## src/rtl/pitch_to_bcd_pkg.sv

```systemverilog
// Shared constants and the double-dabble digit adjust used by the pitch display path.
// Latency: n/a (constants and pure function only).
// Backpressure: n/a.
package pitch_to_bcd_pkg;

    localparam int SAMPLE_RATE_HZ_DEFAULT = 8000;
    localparam int BCD_DIGITS_DEFAULT     = 4;
    localparam int DATA_WIDTH_BITS        = 16;
    localparam int MAX_TAU                = 255;

    localparam logic [DATA_WIDTH_BITS-1:0] BCD_MAX = 16'd9999;

    // Add 3 to every nibble that is 5 or more, ahead of the next left shift.
    function automatic logic [15:0] dd_adjust(input logic [15:0] b);
        logic [15:0] r;
        r = b;
        for (int i = 0; i < 4; i++) begin
            if (b[i*4 +: 4] >= 4'd5) begin
                r[i*4 +: 4] = b[i*4 +: 4] + 4'd3;
            end
        end
        return r;
    endfunction

endpackage

```

## src/rtl/pitch_to_bcd_bin2bcd_seq.sv

```systemverilog
// Sequential 16-bit binary to 4-digit packed BCD converter (double-dabble).
// Latency: 16 cycles after the start edge, done pulses for one cycle.
// Backpressure: none; a new start restarts the conversion.
module bin2bcd_seq
    import pitch_to_bcd_pkg::*;
(
    input  logic        clk,
    input  logic        reset,
    input  logic        start,
    input  logic [15:0] bin,
    output logic        done,
    output logic [15:0] bcd
);

    logic [15:0] bin_sr;
    logic [3:0]  cnt;
    logic        active;

    always_ff @(posedge clk or posedge reset) begin
        if (reset) begin
            bin_sr <= '0;
            bcd    <= '0;
            cnt    <= '0;
            active <= 1'b0;
            done   <= 1'b0;
        end else begin
            done <= 1'b0;
            if (start) begin
                bin_sr <= bin;
                bcd    <= '0;
                cnt    <= '0;
                active <= 1'b1;
            end else if (active) begin
                // Inputs are at most 9999, so the top adjusted bit never carries out.
                bcd    <= 16'({dd_adjust(bcd), bin_sr[15]});
                bin_sr <= {bin_sr[14:0], 1'b0};
                cnt    <= cnt + 4'd1;
                if (cnt == 4'd15) begin
                    active <= 1'b0;
                    done   <= 1'b1;
                end
            end
        end
    end

endmodule

```

## src/rtl/pitch_to_bcd.sv

```systemverilog
// Converts a pitch period in samples to its frequency in Hz as 4 packed BCD digits.
// Latency: bcd_valid 33 cycles after the accept edge; 34-cycle back-to-back throughput.
// Backpressure: none; tau_valid is dropped while busy.
module pitch_to_bcd
    import pitch_to_bcd_pkg::*;
#(
    parameter int SAMPLE_RATE_HZ = SAMPLE_RATE_HZ_DEFAULT,
    parameter int TAU_WIDTH      = 8,
    parameter int BCD_DIGITS     = BCD_DIGITS_DEFAULT
) (
    input  logic                    clk,
    input  logic                    reset,
    input  logic                    tau_valid,
    input  logic [TAU_WIDTH-1:0]    tau,
    output logic                    busy,
    output logic                    bcd_valid,
    output logic [4*BCD_DIGITS-1:0] bcd,
    output logic                    overflow
);

    typedef enum logic [1:0] {
        IDLE    = 2'd0,
        DIVIDE  = 2'd1,
        CONVERT = 2'd2,
        DONE    = 2'd3
    } state_t;

    localparam logic [DATA_WIDTH_BITS-1:0] DIVIDEND = DATA_WIDTH_BITS'(SAMPLE_RATE_HZ);

    state_t                     state, state_nxt;
    logic [3:0]                 cnt;
    logic [TAU_WIDTH-1:0]       divisor;
    logic [TAU_WIDTH-1:0]       rem, rem_nxt;
    logic [TAU_WIDTH:0]         rem_sh;
    logic [DATA_WIDTH_BITS-1:0] quot, quot_nxt, quot_sat;
    logic                       q_bit;
    logic                       sat;
    logic                       ovf_pend;

    logic                       b2b_start;
    logic                       b2b_done;
    logic [15:0]                b2b_bcd;

    // Restoring division step: dividend bits shift out of quot's top while
    // quotient bits shift in at the bottom. A zero divisor never produces a 1.
    always_comb begin
        rem_sh   = {rem, quot[DATA_WIDTH_BITS-1]};
        q_bit    = (divisor != '0) && (rem_sh >= {1'b0, divisor});
        rem_nxt  = q_bit ? TAU_WIDTH'(rem_sh - {1'b0, divisor}) : rem_sh[TAU_WIDTH-1:0];
        quot_nxt = {quot[DATA_WIDTH_BITS-2:0], q_bit};
        sat      = (quot_nxt > BCD_MAX);
        quot_sat = sat ? BCD_MAX : quot_nxt;
    end

    always_comb begin
        state_nxt = state;
        case (state)
            IDLE:    if (tau_valid)     state_nxt = DIVIDE;
            DIVIDE:  if (cnt == 4'd15)  state_nxt = CONVERT;
            CONVERT: if (cnt == 4'd15)  state_nxt = DONE;
            DONE:                       state_nxt = IDLE;
            default:                    state_nxt = IDLE;
        endcase
    end

    assign busy      = (state != IDLE);
    assign b2b_start = (state == DIVIDE) && (cnt == 4'd15);

    always_ff @(posedge clk or posedge reset) begin
        if (reset) begin
            state     <= IDLE;
            cnt       <= '0;
            divisor   <= '0;
            rem       <= '0;
            quot      <= '0;
            ovf_pend  <= 1'b0;
            bcd       <= '0;
            overflow  <= 1'b0;
            bcd_valid <= 1'b0;
        end else begin
            state     <= state_nxt;
            bcd_valid <= 1'b0;
            case (state)
                IDLE: begin
                    if (tau_valid) begin
                        divisor <= tau;
                        quot    <= DIVIDEND;
                        rem     <= '0;
                        cnt     <= '0;
                    end
                end
                DIVIDE: begin
                    quot <= quot_nxt;
                    rem  <= rem_nxt;
                    cnt  <= cnt + 4'd1;
                    if (cnt == 4'd15) begin
                        ovf_pend <= sat;
                    end
                end
                CONVERT: cnt <= cnt + 4'd1;
                DONE: begin
                    if (b2b_done) begin
                        bcd       <= b2b_bcd;
                        overflow  <= ovf_pend;
                        bcd_valid <= 1'b1;
                    end
                end
                default: ;
            endcase
        end
    end

    bin2bcd_seq u_bin2bcd (
        .clk   (clk),
        .reset (reset),
        .start (b2b_start),
        .bin   (quot_sat),
        .done  (b2b_done),
        .bcd   (b2b_bcd)
    );

endmodule

```

## config.mk

```make
export PLATFORM = sky130hd
export DESIGN_NAME = pitch_to_bcd
export DESIGN_NICKNAME = d
export VERILOG_FILES = /design/src/rtl/pitch_to_bcd_pkg.sv /design/src/rtl/pitch_to_bcd_bin2bcd_seq.sv /design/src/rtl/pitch_to_bcd.sv
export SDC_FILE = /design/constraint.sdc
export NUM_CORES = 1
export LEC_CHECK = 0
export BUFFER_PORTS_ARGS = -buffer_cell sky130_fd_sc_hd__buf_2
export CAP_MARGIN = 10
export CORE_ASPECT_RATIO = 0.6
export CORE_MARGIN = 2
export CORE_UTILIZATION = 45
export DETAILED_ROUTE_END_ITERATION = 16
export SLEW_MARGIN = 20
export SYNTH_ARGS = -nofsm -noshare
export SYNTH_HDL_FRONTEND = slang
export SYNTH_SLANG_ARGS = --single-unit
```

## constraint.sdc

```tcl
create_clock -name clk -period 4.26 [get_ports clk]
set_input_delay 1.065 -clock clk [delete_from_list [all_inputs] [get_ports clk]]
set_output_delay 1.065 -clock clk [all_outputs]
set_load 0.03 [all_outputs]
```

==> results.yml <==
outcome:
  status: "completed"
timing:
  setup_ws_ns: 1.75
  finalHoldViolations: 0
  fin_setup_tns_ns: 0
  slew_headroom_pct: 29.7
  report.final.slew_viol_count: 0
  setup_violations: 0
  finalCriticalPeriod_ns: 2.51
  skew_ns: 0.00784
  clock.fmax_mhz: 398
  worst_pin_slew_ns: 1.05
  fin_crit_sh_pct: 59.0
  rsz0062_at_grt: "false"
worst_setup_path:
  cp.required_ns: 3.19
  path_cells: "inv_1, ha_1, inv_1, buf_2"
  cp-end-kind: "output port"
  max_stage_delay_ns: 0.40
  critical_path.most_common_cell: "inv_1"
  crit_fanout: 6
  slowest_stage: "dfrtp_1"
  worstReg2RegEnd: "rem[2]$_DFFE_PP0P_"
  path_class: "reg2out"
  ff2ff_setup_slack_ns: 1.79
  rr_worst_depth: 7
  cp-start-kind: "register"
  arrival_ns: 1.45
  reg2reg_from: "divisor[1]$_DFFE_PP0P_"
placement:
  place_inst: 596
  dp_slack_ns: 1.52
  dp.final_hpwl_mm: 6.47
  place_area_sq_mm: 0.00498
  routabilityCongestion: 0.840
  io_buffers: 29
clocking:
  cts_inserted_buffers: 9
  worst_skew_pair.late_latency_ns: 0.34
  htree_levels: 3
  cts_tree: "done"
  cts_setup_buffers: 0
  cts-hold-fix-buffers: 0
  cts_buffer_depth: 2
  root_buffer: "clkbuf_16"
  clock_sinks: 95
  clk_pin_slew_ns: 0.06
  ctsResizeCount: 0
final_layout:
  num_antenna_cells: 0
  syn2layout_area_growth_pct: 11.6
  layoutNonFillerInstCount: 611
  nFillCells: 914
  layout-drive-gt1-share_pct: 16.6
  finalInstanceArea_sq_mm: 0.00526
  nNetsFinal: 506
worst_hold_path:
  worstHoldStart: "bcd[13]$_DFFE_PP0P_"
  hold_end: "bcd[13]$_DFFE_PP0P_"
  hp-class: "reg2reg"
  whs_path_depth: 2
logic_synthesis:
  synth_top_family_by_area: "compound AO/OA/AOI/OAI gates"
  yosys_warnings: 0
  synth_area_leader_cell: "dfrtp_1"
  netlist_area_sq_mm: 0.00471
  ys_ff_latch: 95
  synth_simple_gate_area_share_pct: 12.7
  postSynthCellCount: 445
  synthAdderAreaFrac_pct: 6.27
  ys_async_sr_fraction_pct: 100
  syn_area_per_cell_sq_um: 10.6
  synth.most_common_cell: "dfrtp_1"
  synth_nets: 479
  ys_types: 52
  seq_area_frac_synth_pct: 50.5
  synth-xor-area-share_pct: 2.05
  yosys-top-cells-area: "dfrtp_1, mux2i_1, ha_1, mux2_2, nand2_1"
  synth_enable_flop_cells: 0
  synth_top_area_share_pct: 50.5
  synthMuxAreaShare_pct: 10.7
  synth_compound_area_share_pct: 14.1
  synth_commonest_cells: "dfrtp_1, nand2_1, mux2i_1"
  ys.flop_type: "dfrtp_1"
pwr:
  switching_share_pct: 37.8
  powerDensity_mw_per_mm2: 600
  p_switching_mw: 1.19
  p_comb_share_pct: 36.9
  intPower_mw: 1.96
  p_seq_share_pct: 39.3
  pwr-share-clk_pct: 23.8
  vdd_drop_max_uv: 327
  p_leak_nw: 2.46
global_routing:
  grt_pass1_wl_mm: 16.4
  grt_max_degree: 83
  grt_use_total_pct: 18.4
  grt_pass1_vias: 3243
  antenna_found_initial: 0
  grt.overflow.total: 0
floorplanning:
  io_pins: 30
  die_y_microns: 83.3
  placeableCoreArea_sq_mm: 0.0100
  die_x_microns: 136
  start_util_pct: 47.0
  row_count: 28
  die-area_sq_mm: 0.0113
route:
  routed_wl_mm: 9.43
  drc: 0
  avgRoutedWirePerCell_microns: 15.4
  drt-initial-drc-count: 308
  via_per_inst: 5.44
  postRouteAntennaNets: 0
  vias: 3325
  drt_pass1_iterations: 4
flow_run:
  cap_violations: 0
==> per-stage QoR <==
step	hold WS (ns)	power, mW	utilization (%)
detailed placement	0.465	2.41	49.7
global route	0.522	3.39	52.5
floorplan	0.443	2.17	-
global placement	0.463	2.35	49.7
CTS	0.479	3.17	52.4
finish	0.473	3.15	52.5
==> worst max-delay path: cells and delay by family, from the launching register on <==
kind	cells	cell delay, ns
buffers and inverters	3	0.41
DFF	1	0.40
adders and majority gates	1	0.30
==> worst max path at each step <==
stage	cells after the start	slack [ns]	endpoint	start
4_1_cts	4	1.75	busy	state[0]$_DFFE_PP0P_
3_5_place_dp	4	1.52	rem[2]$_DFFE_PP0P_	tau_valid
2_1_floorplan	1	0.72	bcd[0]$_DFFE_PP0P_	reset
3_3_place_gp	4	1.57	rem[2]$_DFFE_PP0P_	tau_valid
5_1_grt	7	1.63	rem[2]$_DFFE_PP0P_	divisor[1]$_DFFE_PP0P_
6_report	4	1.75	busy	state[0]$_DFFE_PP0P_
==> state kept, by name, indices dropped and copies added, names as in the netlist, 2 cells and up <==
signal            flops
bcd                  16
quot                 16
u_bin2bcd.bcd        16
u_bin2bcd.bin_sr     16
divisor               8
rem                   8
cnt                   4
u_bin2bcd.cnt         4
state                 2
==> placed cells by master, fill, tap and decap left out, types with 6 or more instances in the layout <==
cell / n
dfrtp_1: 94
nand2_1: 43
mux2i_1: 30
o21ai_0: 29
buf_2: 29
a21oi_1: 28
nor2_1: 26
inv_1: 24
ha_1: 22
mux2_2: 18
nand3_1: 17
a22o_1: 9
clkbuf_16: 9
xor2_1: 6
nand2b_1: 6
==> power by group through the flow <==
stage                     registers, mW  logic (mW)  clock network (mW)
after global placement             1.25        1.10                   0
after global routing               1.27        1.30               0.816
after detailed placement           1.25        1.16                   0
final                              1.24        1.16               0.750
after floorplan                    1.20       0.977                   0
after CTS                          1.24        1.16               0.773
==> kinds of logic after synthesis <==
family,Yosys count
adder cells (fa/ha/maj),23
XOR/XNOR,11
flip-flops,95
AND/OR/NAND/NOR,125
multiplexers,48
AO/OA/AOI/OAI,101
buffers and inverters,42
==> layout make-up <==
class | instances | area (sq um) | area share [%]
timing repair buffer | 33 | 175 | 3.33
clock inverter | 3 | 18.8 | 0.357
multi-input combinational | 308 | 2160 | 41.1
inverter | 25 | 98.8 | 1.88
sequential | 95 | 2380 | 45.2
clock buffer | 12 | 256 | 4.88
tap | 135 | 169 | 3.21
==> layer usage <==
metal	global-route usage [%]	up-vias	routed length (microns)
li1	-	1628	-
met1	28.4	1648	5160
met2	25.1	40	3860
met3	4.95	9	312
met4	4.92	0	102
met5	0	-	0
(Power assumes the default switching activity.)
